==> src/rtl/pet_pkg.sv <==
// Shared state encoding, food colour range and saturating level helpers for pet_need_engine.
package pet_pkg;

  typedef enum logic [1:0] {
    ST_INIT   = 2'd0,
    ST_ACTIVE = 2'd1,
    ST_SLEEP  = 2'd2,
    ST_DEAD   = 2'd3
  } pet_state_e;

  localparam logic [2:0] FOOD_MIN = 3'd1;
  localparam logic [2:0] FOOD_MAX = 3'd6;

  // Levels are carried in 8 bits here so any LVL_W up to 8 can share these helpers.
  function automatic logic [7:0] sat_inc(input logic [7:0] v, input logic [7:0] max_v);
    return (v >= max_v) ? max_v : v + 8'd1;
  endfunction

  function automatic logic [7:0] sat_dec(input logic [7:0] v);
    return (v == 8'd0) ? 8'd0 : v - 8'd1;
  endfunction

endpackage

==> src/rtl/pet_decay_ticker.sv <==
// Decay timer: counts 0..(BASE_INTERVAL >> time_ctrl) while enabled and strobes tick at the top.
module pet_decay_ticker #(
  parameter logic [33:0] BASE_INTERVAL = 34'd4294967295
) (
  input  logic       clk_i,
  input  logic       rst_ni,
  input  logic       en_i,
  input  logic [1:0] time_ctrl_i,
  output logic       tick_o
);

  logic [33:0] interval;
  logic [33:0] timer_q, timer_d;

  // >= rather than == so a speed-up mid-interval wraps at once instead of running to 2^34.
  always_comb begin
    interval = BASE_INTERVAL >> time_ctrl_i;
    tick_o   = en_i && (timer_q >= interval);
    timer_d  = timer_q + 34'd1;
    if (!en_i || tick_o) timer_d = '0;
  end

  always_ff @(posedge clk_i or negedge rst_ni) begin
    if (!rst_ni) timer_q <= '0;
    else         timer_q <= timer_d;
  end

endmodule

==> src/rtl/pet_need_engine.sv <==
// Virtual-pet need engine: per-need levels, decay ticks, sleep and death state machine.
// Optional PET_TEST_MODE_EN adds a test input that disables death and makes act a wrapping +1.
module pet_need_engine
  import pet_pkg::*;
#(
  parameter int          N_NEEDS       = 5,
  parameter int          LVL_W         = 3,
  parameter int          LVL_INIT      = 5,
  parameter logic [33:0] BASE_INTERVAL = 34'd4294967295,
  parameter int          DEATH_SUM     = 5,
  parameter int          FEED_IDX      = 1,
  parameter int          REST_IDX      = 2,
  parameter int          PLAY_IDX      = 3,
  parameter int          HEALTH_IDX    = 4
) (
  input  logic                       clk,
  input  logic                       reset,
`ifdef PET_TEST_MODE_EN
  input  logic                       test,
`endif
  input  logic                       btn_next,
  input  logic                       btn_act,
  input  logic                       btn_prev,
  input  logic [1:0]                 time_ctrl,
  input  logic                       light_n,
  input  logic [2:0]                 color,
  output logic [N_NEEDS*LVL_W-1:0]   need_lvl,
  output logic [2:0]                 sel_idx,
  output logic [LVL_W-1:0]           sel_lvl,
  output logic [1:0]                 state_code,
  output logic                       tick
);

  localparam int               SUM_W      = LVL_W + 3;
  localparam logic [LVL_W-1:0] LVL_MAX    = '1;
  localparam logic [LVL_W-1:0] LVL_INIT_V = LVL_W'(LVL_INIT);
  localparam logic [SUM_W-1:0] DEATH_TH   = SUM_W'(DEATH_SUM);
  localparam logic [2:0]       FEED_SEL   = 3'(FEED_IDX);
  localparam logic [2:0]       REST_SEL   = 3'(REST_IDX);
  localparam logic [2:0]       PLAY_SEL   = 3'(PLAY_IDX);
  localparam logic [2:0]       LAST_SEL   = 3'(N_NEEDS - 1);

  function automatic logic [LVL_W-1:0] lvl_inc(input logic [LVL_W-1:0] v);
    return LVL_W'(sat_inc(8'(v), 8'(LVL_MAX)));
  endfunction

  function automatic logic [LVL_W-1:0] lvl_dec(input logic [LVL_W-1:0] v);
    return LVL_W'(sat_dec(8'(v)));
  endfunction

  pet_state_e       state_q, state_d;
  logic [LVL_W-1:0] lvl_q [N_NEEDS];
  logic [LVL_W-1:0] lvl_d [N_NEEDS];
  logic [LVL_W-1:0] base  [N_NEEDS];
  logic [2:0]       sel_q, sel_d;
  logic [2:0]       food_q, food_d;
  logic [1:0]       slp_q, slp_d;
  logic [SUM_W-1:0] sum;
  logic             test_en;
  logic             any_btn;

`ifdef PET_TEST_MODE_EN
  assign test_en = test;
`else
  assign test_en = 1'b0;
`endif

  pet_decay_ticker #(
    .BASE_INTERVAL(BASE_INTERVAL)
  ) u_ticker (
    .clk_i       (clk),
    .rst_ni      (reset),
    .en_i        (state_q != ST_INIT),
    .time_ctrl_i (time_ctrl),
    .tick_o      (tick)
  );

  always_comb begin
    sum = '0;
    for (int unsigned i = 0; i < N_NEEDS; i++) sum = sum + SUM_W'(lvl_q[i]);
  end

  always_comb begin
    state_d = state_q;
    sel_d   = sel_q;
    food_d  = food_q;
    slp_d   = slp_q;
    any_btn = btn_next | btn_act | btn_prev;
    for (int unsigned i = 0; i < N_NEEDS; i++) begin
      base[i]  = lvl_q[i];
      lvl_d[i] = lvl_q[i];
    end

    case (state_q)
      ST_INIT: if (any_btn) state_d = ST_ACTIVE;

      ST_ACTIVE: begin
        if (!test_en && (sum < DEATH_TH)) begin
          state_d = ST_DEAD;
        end else begin
          // Actions see the post-decay value so a same-cycle tick and act both land.
          for (int unsigned i = 0; i < N_NEEDS; i++) begin
            base[i]  = tick ? lvl_dec(lvl_q[i]) : lvl_q[i];
            lvl_d[i] = base[i];
          end
          if (btn_act) begin
            if (test_en) begin
              lvl_d[sel_q] = base[sel_q] + 1'b1;
            end else if (sel_q == FEED_SEL) begin
              if (color == food_q) begin
                lvl_d[FEED_IDX] = lvl_inc(base[FEED_IDX]);
              end else begin
                lvl_d[FEED_IDX]   = lvl_dec(base[FEED_IDX]);
                lvl_d[HEALTH_IDX] = lvl_dec(base[HEALTH_IDX]);
              end
              food_d = (food_q == FOOD_MAX) ? FOOD_MIN : food_q + 3'd1;
            end else if (sel_q == PLAY_SEL) begin
              if ((base[PLAY_IDX] != LVL_MAX) && (base[FEED_IDX] != '0) && (base[REST_IDX] != '0)) begin
                lvl_d[PLAY_IDX] = base[PLAY_IDX] + 1'b1;
                lvl_d[FEED_IDX] = base[FEED_IDX] - 1'b1;
                lvl_d[REST_IDX] = base[REST_IDX] - 1'b1;
              end
            end else if (sel_q == REST_SEL) begin
              if (light_n) state_d = ST_SLEEP;
            end else begin
              lvl_d[sel_q] = lvl_inc(base[sel_q]);
            end
          end else if (btn_next) begin
            sel_d = (sel_q == LAST_SEL) ? 3'd0 : sel_q + 3'd1;
          end else if (btn_prev) begin
            sel_d = (sel_q == 3'd0) ? LAST_SEL : sel_q - 3'd1;
          end
        end
      end

      ST_SLEEP: begin
        if (btn_next || btn_prev || !light_n || (lvl_q[REST_IDX] == LVL_MAX)) begin
          state_d = ST_ACTIVE;
          slp_d   = '0;
        end else if (tick) begin
          slp_d = slp_q + 2'd1;
          if (slp_q == 2'd3) begin
            lvl_d[REST_IDX]   = LVL_MAX;
            lvl_d[HEALTH_IDX] = lvl_inc(lvl_q[HEALTH_IDX]);
          end
        end
      end

      default: ;
    endcase
  end

  always_ff @(posedge clk or negedge reset) begin
    if (!reset) begin
      state_q <= ST_INIT;
      sel_q   <= '0;
      food_q  <= FOOD_MIN;
      slp_q   <= '0;
      for (int unsigned i = 0; i < N_NEEDS; i++) lvl_q[i] <= LVL_INIT_V;
    end else begin
      state_q <= state_d;
      sel_q   <= sel_d;
      food_q  <= food_d;
      slp_q   <= slp_d;
      for (int unsigned i = 0; i < N_NEEDS; i++) lvl_q[i] <= lvl_d[i];
    end
  end

  always_comb begin
    need_lvl = '0;
    for (int unsigned i = 0; i < N_NEEDS; i++) need_lvl[i*LVL_W +: LVL_W] = lvl_q[i];
  end

  assign sel_idx    = sel_q;
  assign state_code = state_q;
  assign sel_lvl    = ((state_q == ST_ACTIVE) || (state_q == ST_SLEEP)) ? lvl_q[sel_q] : '0;

endmodule

==> config.mk <==
export PLATFORM = sky130hd
export DESIGN_NAME = pet_need_engine
export DESIGN_NICKNAME = d
export VERILOG_FILES = /design/src/rtl/pet_pkg.sv /design/src/rtl/pet_decay_ticker.sv /design/src/rtl/pet_need_engine.sv
export SDC_FILE = /design/constraint.sdc
export NUM_CORES = 1
export LEC_CHECK = 0
export CORE_ASPECT_RATIO = 0.7
export CORE_MARGIN = 4
export CORE_UTILIZATION = 33
export CTS_CLUSTER_SIZE = 16
export DETAILED_ROUTE_END_ITERATION = 10
export DONT_BUFFER_PORTS = 1
export SYNTH_ARGS = -nofsm -noshare
export SYNTH_HDL_FRONTEND = slang
export SYNTH_HIERARCHICAL = 1
export SYNTH_SLANG_ARGS = --single-unit
==> constraint.sdc <==
create_clock -name clk -period 9.5 [get_ports clk]
set_input_delay 1.9 -clock clk [delete_from_list [all_inputs] [get_ports clk]]
set_output_delay 1.9 -clock clk [all_outputs]
set_load 0.05 [all_outputs]
# Word level (Yosys, flattened, before mapping)
# Index checks and enable logic that the tools add are counted.
[classes]
n_eq_ne = 22
bitwise = 5
magnitude_cmp = 7
n_addsub = 22
n_mux = 63
n_shift = 1
n_reduce_logical = 33
[op_table]
columns = ["operator", "count"]
rows = [
  ["2-to-1 mux 3 bit", 39],
  ["adder 34 x 1 -> 34 bit, second input constant", 1],
  [">= comparator 34 bit", 1],
  ["2-to-1 mux 34 bit", 1],
  [">> shifter 32 x 2 -> 34 bit, first input constant", 1],
  ["2-to-1 mux 15 bit", 2],
  ["subtractor 3 x 1 -> 3 bit, second input constant", 10],
  ["2-to-1 mux 9 bit", 3],
  ["zero test 3 bit", 8],
  ["2-to-1 mux 2 bit", 10],
  ["adder 3 x 1 -> 3 bit, second input constant", 6],
  ["binary-select mux 3 bit (select 3 bit)", 2],
  ["inequality test 3 bit, second input constant", 6],
  ["bitwise mux 15 bit", 1],
  ["inequality test 2 bit, second input constant", 6],
  ["case mux 3 bit (2 select lines)", 2],
  ["demux 3 bit (select 3 bit)", 1],
  ["== test 3 bit, second input constant", 3],
  [">= comparator 3 bit, second input constant", 3],
  ["nonzero test 3 bit", 3],
  ["AND reduction 4 bit", 2],
  ["AND reduction 8 bit", 1],
  ["nonzero test 2 bit", 4],
  ["adder 5 x 3 -> 6 bit", 1],
  ["other kinds (23)", 36],
]
[word_totals]
inputBits = 11
ff_bits = 59

# Logic depth before layout (Yosys ltp)
# Gate-level depths: netlist of run 1.
[depth]
ltp_word = 16
ltp_mapped = 20

# By module
# The synthesis of run 1 kept the hierarchy.
[modules_own_cells]
columns = ["module", "cells_per_inst", "instances", "area_each_um2"]
rows = [
  ["pet_need_engine", 421, 1, 3362.0],
  ["pet_decay_ticker", 183, 1, 1745.4],
]

# Worst setup path before layout of run 1
# Ideal clock, no wire load.
[synth_timing]
path_kind = "in2reg"
start = "in time_ctrl[0]"
end = "reg lvl_q (netlist bit need_lvl[12])"
required_time_ps = 9409
setup_time_ps = 91
path_slack_ps = 3673
n_path_buf = 2
cell_stages = 18
t_arrival_ps = 5736
path_cell_list = "or2_2 -> ha_1 -> nand3_1 -> nor4_1 -> nand2_1 -> o21ai_0 -> and2_1 -> buf_6 -> nor4bb_1 -> a211oi_1 -> a2111oi_1 -> and2_4 -> ha_1 -> ha_1 -> clkbuf_1 -> nand3b_1 -> a211oi_1 -> o31ai_1"
[synth_between]
elab_chain_len = 16
elab_cells_between_ends = 27
[synth_lines]
columns = ["item", "line_no", "source"]
rows = [
  ["start: declaration", "pet_need_engine.sv:24", "input logic [1:0] time_ctrl,"],
  [">> shifter 32 x 2 -> 34 bit (*)", "pet_decay_ticker.sv:17", "interval = BASE_INTERVAL >> time_ctrl_i;"],
  [">= comparator 34 bit (*)", "pet_decay_ticker.sv:18", "tick_o = en_i && (timer_q >= interval);"],
  ["logical AND 1 bit (*)", "pet_decay_ticker.sv:18", ""],
  ["net tick", "pet_need_engine.sv:31", "output logic tick"],
  ["2-to-1 mux 3 bit", "pet_need_engine.sv:103", "base[i] = tick ? lvl_dec(lvl_q[i]) : lvl_q[i];"],
  ["binary-select mux 3 bit (select 3 bit)", "pet_need_engine.sv:126", "lvl_d[sel_q] = lvl_inc(base[sel_q]);"],
  ["2-to-1 mux 3 bit (not written as such) (2 in series)", "pet_need_engine.sv:126", ""],
  ["adder 3 x 1 -> 3 bit / >= comparator 3 bit (equally long branches)", "pet_pkg.sv:16", "return (v >= max_v) ? max_v : v + 8'd1;"],
  ["2-to-1 mux 3 bit", "pet_pkg.sv:16", ""],
  ["bitwise mux 15 bit", "pet_need_engine.sv:126", ""],
  ["2-to-1 mux 15 bit", "pet_need_engine.sv:123", "end else if (sel_q == REST_SEL) begin"],
  ["2-to-1 mux 3 bit", "pet_need_engine.sv:117", "end else if (sel_q == PLAY_SEL) begin"],
  ["2-to-1 mux 3 bit", "pet_need_engine.sv:109", "end else if (sel_q == FEED_SEL) begin"],
  ["2-to-1 mux 15 bit", "pet_need_engine.sv:106", "if (btn_act) begin"],
  ["2-to-1 mux 9 bit", "pet_need_engine.sv:98", "if (!test_en && (sum < DEATH_TH)) begin"],
  ["case mux 3 bit (2 select lines)", "pet_need_engine.sv:94", "case (state_q)"],
  ["end: declaration", "pet_need_engine.sv:52", "logic [LVL_W-1:0] lvl_q [N_NEEDS];"],
]
# The timed path passes the listed nets; every way through them passes the cells marked *. The select of a mux whose other input is x is not followed.
# A chain may end at the register's enable or synchronous reset.

# Worst setup path after layout of run 1
[layout_timing]
start = "in time_ctrl[0]"
end = "reg lvl_q (netlist bit need_lvl[9])"
[layout_between]
elab_chain_len = 14
elab_cells_between_ends = 26
[layout_lines]
columns = ["item", "line_no"]
rows = [
  [">> shifter 32 x 2 -> 34 bit (*)", "pet_decay_ticker.sv:17"],
  [">= comparator 34 bit (*)", "pet_decay_ticker.sv:18"],
  ["logical AND 1 bit (*)", "pet_decay_ticker.sv:18"],
  ["2-to-1 mux 3 bit", "pet_need_engine.sv:103"],
  ["binary-select mux 3 bit (select 3 bit)", "pet_need_engine.sv:126"],
  ["2-to-1 mux 3 bit (not written as such) (2 in series)", "pet_need_engine.sv:126"],
  ["adder 3 x 1 -> 3 bit / >= comparator 3 bit (equally long branches)", "pet_pkg.sv:16"],
  ["2-to-1 mux 3 bit", "pet_pkg.sv:16"],
  ["bitwise mux 15 bit", "pet_need_engine.sv:126"],
  ["2-to-1 mux 15 bit", "pet_need_engine.sv:123"],
  ["2-to-1 mux 9 bit", "pet_need_engine.sv:117"],
  ["2-to-1 mux 6 bit", "pet_need_engine.sv:109"],
  ["2-to-1 mux 15 bit (*)", "pet_need_engine.sv:106"],
]
# Every way passes the cells marked *; elsewhere a longest branch is shown, timed or not. The select of a mux whose other input is x is not followed.

==> results of run 1 <==
## synthesized netlist by cell type, drive strengths merged, types with 5 or more instances
library cell	instances	area share [%]
nand4	10	1.2
nor3	14	1.4
fa	8	3.1
or3	9	1.2
and3	6	0.83
o21ai	39	3.9
a21o	5	0.74
nand2	44	3.2
nor2b	7	0.86
xnor2	13	2.2
dfstp	11	5.7
nand3	25	2.5
a21oi	37	3.7
and2	5	0.66
buf	13	1.8
o41ai	6	1.0
nor2	75	5.6
xor2	17	2.9
ha	44	11
clkbuf	11	0.81
a22oi	5	0.83
nand2b	9	1.1
mux2i	12	2.8
inv	48	3.5
a31oi	8	0.98
a211oi	6	1.1
dfrtp	48	24
## state kept, by name (all words and copies together) (netlist names)
signal and cells:
food_q 3, need_lvl 15, sel_idx 3, slp_q 2, state_code 2, u_ticker/timer_q 34
## metrics by stage
stage / hold slack, ns / cell area (um^2) / std cells / worst slack, ns / util (%)
final: 0.508 / 5540 / 794 / 3.50 / 37.1
after global routing: 0.524 / 5540 / 794 / 2.97 / 37.1
after CTS: 0.502 / 5540 / 794 / 3.53 / 37.1
after detailed placement: 0.494 / 5240 / 778 / 3.19 / 35.2
after global placement: 0.481 / 5240 / 778 / 3.29 / 35.2
after floorplan: 0.455 / 5110 / 604 / 3.67 / -
## worst paths after layout
path                                startpoint  depth (start not counted)  slack [ns]              endpoint
setup reg to reg                   need_lvl[4]                         12        4.38          need_lvl[13]
setup / recovery                  time_ctrl[0]                         17        3.50           need_lvl[9]
min in group asynchronous                reset                          0        1.27  u_ticker/timer_q[20]
max in group asynchronous                reset                          0        8.04           need_lvl[6]
hold reg to reg            u_ticker/timer_q[0]                          1        0.51   u_ticker/timer_q[0]
hold / removal             u_ticker/timer_q[0]                          1        0.51   u_ticker/timer_q[0]
## per-layer routing
metal / vias up / wire length (um) / global-route usage, %
met4: 0 / 199 / 4.74
met5: - / 0 / 0
met3: 14 / 1250 / 4.62
li1: 2136 / - / -
met2: 185 / 6120 / 24.4
met1: 2224 / 6930 / 25.7
## placed cells by master, fill, tap and decap left out, types with 9 or more instances in the layout
cell and instances:
xnor2_1 13, nor2_1 74, dfstp_2 11, o21ai_0 37
nor3_1 14, ha_1 44, dfrtp_1 48, xor2_1 17
nand2b_1 9, a21oi_1 36, nand2_1 44, nand3_1 24
nand4_1 10, inv_1 45, clkbuf_16 9, mux2i_1 10
## critical path, stage by stage
cell and delay [ns]:
or2_2 0.27, ha_1 0.29, nand3_1 0.07, nor4_1 0.32, nand2_1 0.15, o21ai_0 0.27, and2_1 0.16, buf_4 0.37
nand2b_1 0.19, o21a_1 0.30, ha_1 0.28, ha_1 0.23, a211oi_2 0.77, a21oi_1 0.20, o211ai_1 0.20, o21ai_0 0.11
a21oi_1 0.15
## logic make-up after synthesis
logic type,after synthesis,synth area share (%)
buffers and inverters,73,6.20
and+or+nand+nor,225,22.4
muxes,13,3.06
AOI/OAI and AO/OA,151,20.1
adders and majority gates,52,13.9
xor gates and xnor gates,30,5.14
DFF,59,29.2
other,1,0.0734
## cell type report
type | instances | area (um^2) | area share [%]
Sequential cell | 59 | 1490 | 26.9
Clock inverter | 7 | 68.8 | 1.24
Timing Repair Buffer | 3 | 22.5 | 0.407
Inverter | 49 | 184 | 3.32
Multi-Input combinational cell | 472 | 3300 | 59.6
Clock buffer | 9 | 225 | 4.07
Tap cell | 195 | 244 | 4.41
==> results by group, run 1 <==
Outcome
  • Outcome: finished, final reports clean

Synth
  • Number of enable flip-flop cells after synthesis: 0
  • Syn. warnings: 6
  • Synth unique cells: 85
  • Cell area after technology mapping: 0.00511 mm^2
  • Synth Instances: slightly above 600
  • Most used DFF post-synth: dfrtp_1
  • Synthesized netlist net count: between 600 and 700
  • Avg Synthesized Cell Area: around 8.5 um^2
  • Part of the Yosys area used for sequential elements: ~29%
  • Total of flip-flops plus latches after synthesis: 59
  • Ys async rst share: 100%

Worst setup path
  • Worst Path Max Fanout: 22
  • Launching element type of the critical path: primary input
  • Arr. time, crit path: 6.26 ns
  • Critical path data required time: 9.76 ns
  • Type of destination of the critical path: register
  • Crit Path Category: primary input to register

Detailed routing
  • Average wire per standard cell: approximately 18 um
  • WL final: about 14000 um
  • Post-route DRC violation count: 0
  • Drt pass-1 iters: 5
  • Final antenna-violating net count: 0
  • DRT iter0 DRCs: 440
  • Via count normalized by instance count: 5.74
  • Total via count in the routed design: 4559

STA
  • Number of max-slew violations in the final report: 0
  • Final setup violation count: 0
  • Final-layout setup total negative slack: 0 ns
  • Final worst path period share: 63.1%
  • Final hold violation count: 0
  • Slew HR: between 20% and 30%
  • Unrepaired setup endpoints after global routing: false
  • Slew at the pin closest to its max-slew limit: roughly 1.1 ns
  • Fmax achieved: roughly 0.17 GHz
  • Clock period minus final worst setup slack: 6.00 ns
  • Worst clock skew: between 0.007 and 0.008 ns

Run
  • Max cap viols: 0

Global routing
  • Remaining Overflow, GRT: 0
  • Global Route Usage Sum: ~17%
  • Antenna violations before repair: 0
  • Via count of the first global-routing pass: 4601
  • Global-route wire length before repair: approximately 24000 um
  • Largest net degree at the start of global routing: 60

CTS
  • CTS tree: built
  • Clock latency on the worst-skew pair: roughly 0.33 ns
  • Num CTS Buffers: 9
  • Number of buffers inserted for hold repair after clock tree synthesis: 0
  • Count of H-tree levels built during CTS: 3
  • Number of setup buffers added after CTS: 0
  • PostCTS Resize Cnt: 0
  • Clock transition at the register clock pins on the worst setup and hold paths after CTS: 0.06 ns
  • Clk Tree Root Cell: clkbuf_16
  • Number of clock sinks seen by CTS: between 50 and 60
  • Max Root-Sink Buffers: 2

Floorplanning
  • Floorplan die area: 0.0176 mm^2
  • I/O pin total: 35
  • Number of cell rows: 37
  • Core Region: about 0.015 mm^2
  • Chip Width: between 150 and 200 um
  • Starting density of the core: between 30% and 40%
  • Height of the chip: approximately 110 um

Finish
  • Total Nets Final: between 600 and 700
  • Antenna cells: 0
  • Signed area change from the synthesized netlist to the final layout: 8.38%
  • Number of fill cells: roughly 1500
  • Share of final-layout standard cells stronger than drive strength 1: 9.35%

Placement
  • Half-perimeter wire length after placement: roughly 11000 um
  • PortBufs: 0
  • Placer congestion estimate: 0.918

Min path
  • Type of the tightest min-delay check: register to register
Power of run 1 is not shown: default switching activity piles up to over one toggle a cycle in this logic, so the estimate is an artifact.
==> run 2: changes to the inputs <==
ABC_AREA = 1   (was default)
clock period = 4.9 ns   (was 9.5 ns; I/O delays follow)
==> run 2 against run 1 <==
Against the previous run:
- sequential share of layout area shrank 1.9 points
- worst setup slack got worse by 3.2 ns
- first-iteration DRC count rose by 27%
- highest routed layer unchanged
- critical endpoint is now need_lvl[6]
- die area is 3.7% higher
- register-to-register slack worse by 4.1 ns
- global-route usage increased by 0.39 points
- sequential cell count did not move
- final area up 7.4%
- count of clock-buffer cells in the layout did not move
- via count rose by 14%
- critical path depth unchanged
==> results by group, run 2 <==
Floorplanning
  • Floorplan die area: approximately 0.018 mm^2
  • Chip Width: about 160 um
  • Height of the chip: about 110 um
  • Number of cell rows: 38
  • I/O pin total: 35
  • Core Region: approximately 0.016 mm^2
  • Starting density of the core: about 34%

Synth
  • Biggest area consumer among synthesized cells: dfrtp_1
  • Top cells by area, synth: dfrtp_1 23%, nand2_1 16%, ha_1 10%
  • Most frequent cells after synthesis: 221 x nand2_1, 110 x nor2_1, 107 x inv_1
  • Avg Synthesized Cell Area: slightly below 7 um^2
  • Share of the synthesized area in the top cell type: a little under a quarter
  • Number of enable flip-flop cells after synthesis: 0
  • Cell area after technology mapping: ~0.0053 mm^2
  • Synth unique cells: 44
  • Ys async rst share: 100%
  • Total of flip-flops plus latches after synthesis: just under 60
  • Syn. warnings: 6
  • Synth Instances: roughly 790
  • Synthesized netlist net count: 848
  • Most used DFF post-synth: dfrtp_1
  • Leading cell type by number of instances after synthesis: nand2_1
  • Part of the Yosys area used for sequential elements: between 20% and 30%

STA
  • Worst clock skew: approximately 0.010 ns
  • Final hold violation count: 0
  • Fmax achieved: roughly 0.22 GHz
  • Slew HR: between 50% and 60%
  • Unrepaired setup endpoints after global routing: false
  • Slew at the pin closest to its max-slew limit: around 0.69 ns
  • Number of max-slew violations in the final report: 0
  • Final-layout setup total negative slack: 0 ns
  • Final worst path period share: a little over 90%
  • Final setup violation count: 0
  • Clock period minus final worst setup slack: ~4.6 ns

CTS
  • Number of buffers inserted for hold repair after clock tree synthesis: 0
  • CTS tree: built
  • PostCTS Resize Cnt: 0
  • Max Root-Sink Buffers: 2
  • Clock transition at the register clock pins on the worst setup and hold paths after CTS: around 0.060 ns
  • Count of H-tree levels built during CTS: 3
  • Clk Tree Root Cell: clkbuf_16
  • Num CTS Buffers: 9
  • Number of clock sinks seen by CTS: 59
  • Clock latency on the worst-skew pair: between 0.3 and 0.4 ns
  • Number of setup buffers added after CTS: 0

Worst setup path
  • Arr. time, crit path: roughly 4.8 ns
  • Critical path data required time: 5.15 ns
  • Type of destination of the critical path: register
  • Kind of cell adding the most delay to the critical path: adder cells
  • Crit Path Category: register to register
  • Critical path, cell by cell: inv_1 > fa_1 > inv_1 > fa_1 > inv_1 > fa_1 > inv_1 > fa_1 > inv_1 > o211ai_1 > nor2_1 > inv_1 > o21ai_1 > inv_1 > nand2_1 > clkinv_1 > a21oi_1
  • Count of cell instances traversed by the critical path: 17
  • Buffers and inverters on the worst path: 8
  • Critical-path top delay cell: fa_1
  • Worst Reg-to-Reg Cells: 17
  • Largest incremental delay on the critical path: around 0.54 ns
  • Worst Path Max Fanout: 7
  • Launching element type of the critical path: register
  • Most frequent cell on the critical path: inv_1

Finish
  • Most frequent standard cell in the layout excluding fill and tap cells: nand2_1
  • Antenna cells: 0
  • Number of flip-flops in the largest register: 34
  • Most frequent cells in the layout: 221 x nand2_1, 110 x nor2_1, 107 x inv_1
  • Number of fill cells: 1643
  • Total Nets Final: approximately 870
  • Signed area change from the synthesized netlist to the final layout: 12.0%
  • Largest register by flop count: u_ticker/timer_q
  • Share of final-layout standard cells stronger than drive strength 1: around 11%

Global routing
  • Largest net degree at the start of global routing: 60
  • Via count of the first global-routing pass: ~4600
  • Remaining Overflow, GRT: 0
  • Global Route Usage Sum: about 18%
  • Antenna violations before repair: 0
  • Global-route wire length before repair: about 25000 um

Placement
  • PortBufs: 0
  • Half-perimeter wire length after placement: between 10000 and 15000 um
  • Placer congestion estimate: 0.980

Detailed routing
  • Via count normalized by instance count: between 5 and 6
  • Final antenna-violating net count: 0
  • WL final: ~16000 um
  • DRT iter0 DRCs: 560
  • Average wire per standard cell: approximately 16 um
  • Total via count in the routed design: just over 5000
  • Post-route DRC violation count: 0
  • Drt pass-1 iters: 6

Min path
  • Type of the tightest min-delay check: primary input to async pin

Run
  • Max cap viols: 0

Outcome
  • Outcome: finished, final reports clean
[run 2: cell count changes after synthesis, moves of 10 or more]
cell	change
nand2_1	+177
inv_1	+62
nor2_1	+36
nor2_2	+17
nand3_1	+13
mux2i_1	-10
nor3_1	-10
xor2_1	-10
[run 2: path summary, 6_finish.rpt]
path                                        to                start  slack (ns)
setup / recovery                   need_lvl[6]          need_lvl[5]        0.32
hold / removal             u_ticker/timer_q[8]                reset        0.34
setup reg to reg                   need_lvl[6]          need_lvl[5]        0.32
hold reg to reg            u_ticker/timer_q[0]  u_ticker/timer_q[0]        0.46
max in group asynchronous          need_lvl[5]                reset        4.36
min in group clk           u_ticker/timer_q[0]  u_ticker/timer_q[0]        0.46
[run 2: worst register-to-register path, cell delays in order, from the launching register on]
cell and delay, ns:
dfstp_2 0.52, inv_1 0.12, fa_1 0.54, inv_1 0.05
fa_1 0.50, inv_1 0.05, fa_1 0.50, inv_1 0.08
fa_1 0.45, inv_1 0.06, o211ai_1 0.09, nor2_1 0.41
inv_1 0.16, o21ai_1 0.29, inv_1 0.21, nand2_1 0.10
clkinv_1 0.12, a21oi_1 0.23
[run 2: layer usage]
metal | up-vias | GRT usage [%] | wire (um)
met1 | 2366 | 28.2 | 8390
met4 | 0 | 4.10 | 181
met3 | 14 | 5.97 | 1710
met2 | 266 | 21.9 | 5690
met5 | - | 0 | 0
li1 | 2532 | - | -
[run 2: kinds of logic (layout without fill, tap and decap cells)]
| kind of cell | after synthesis | count (layout) | synth area share (%) |
|---|---|---|---|
| AND/OR/NAND/NOR | 411 | 411 | 32.9 |
| buffers and inverters | 124 | 150 | 9.47 |
| AO/OA/AOI/OAI | 118 | 118 | 12.8 |
| flip-flops | 59 | 59 | 28.1 |
| adder cells (fa/ha/maj) | 52 | 52 | 13.4 |
| XOR/XNOR | 20 | 20 | 3.30 |
| other | 1 | 1 | 0.0706 |
[run 2: through the flow]
stage                     hold WS, ns  cells  setup WS, ns  instance area (um^2)  utilization, %
after detailed placement        0.460    995         0.408                  5640            36.1
after global routing            0.315   1011        0.0774                  5940            38.0
after CTS                       0.320   1011         0.380                  5940            38.0
final                           0.338   1011         0.316                  5940            38.0
after floorplan                 0.432    785         0.116                  5310               -
after global placement          0.455    995         0.415                  5640            36.1
[run 2: cell type report]
| cell class | instances | area (um^2) | area share, % |
|---|---|---|---|
| tap | 200 | 250 | 4.21 |
| clock inverter | 7 | 77.6 | 1.30 |
| timing repair buffer | 21 | 158 | 2.65 |
| multi-input combinational | 602 | 3320 | 55.8 |
| sequential | 59 | 1490 | 25.1 |
| inverter | 113 | 424 | 7.14 |
| clock buffer | 9 | 225 | 3.79 |
Power of run 2 is left out for the same reason.
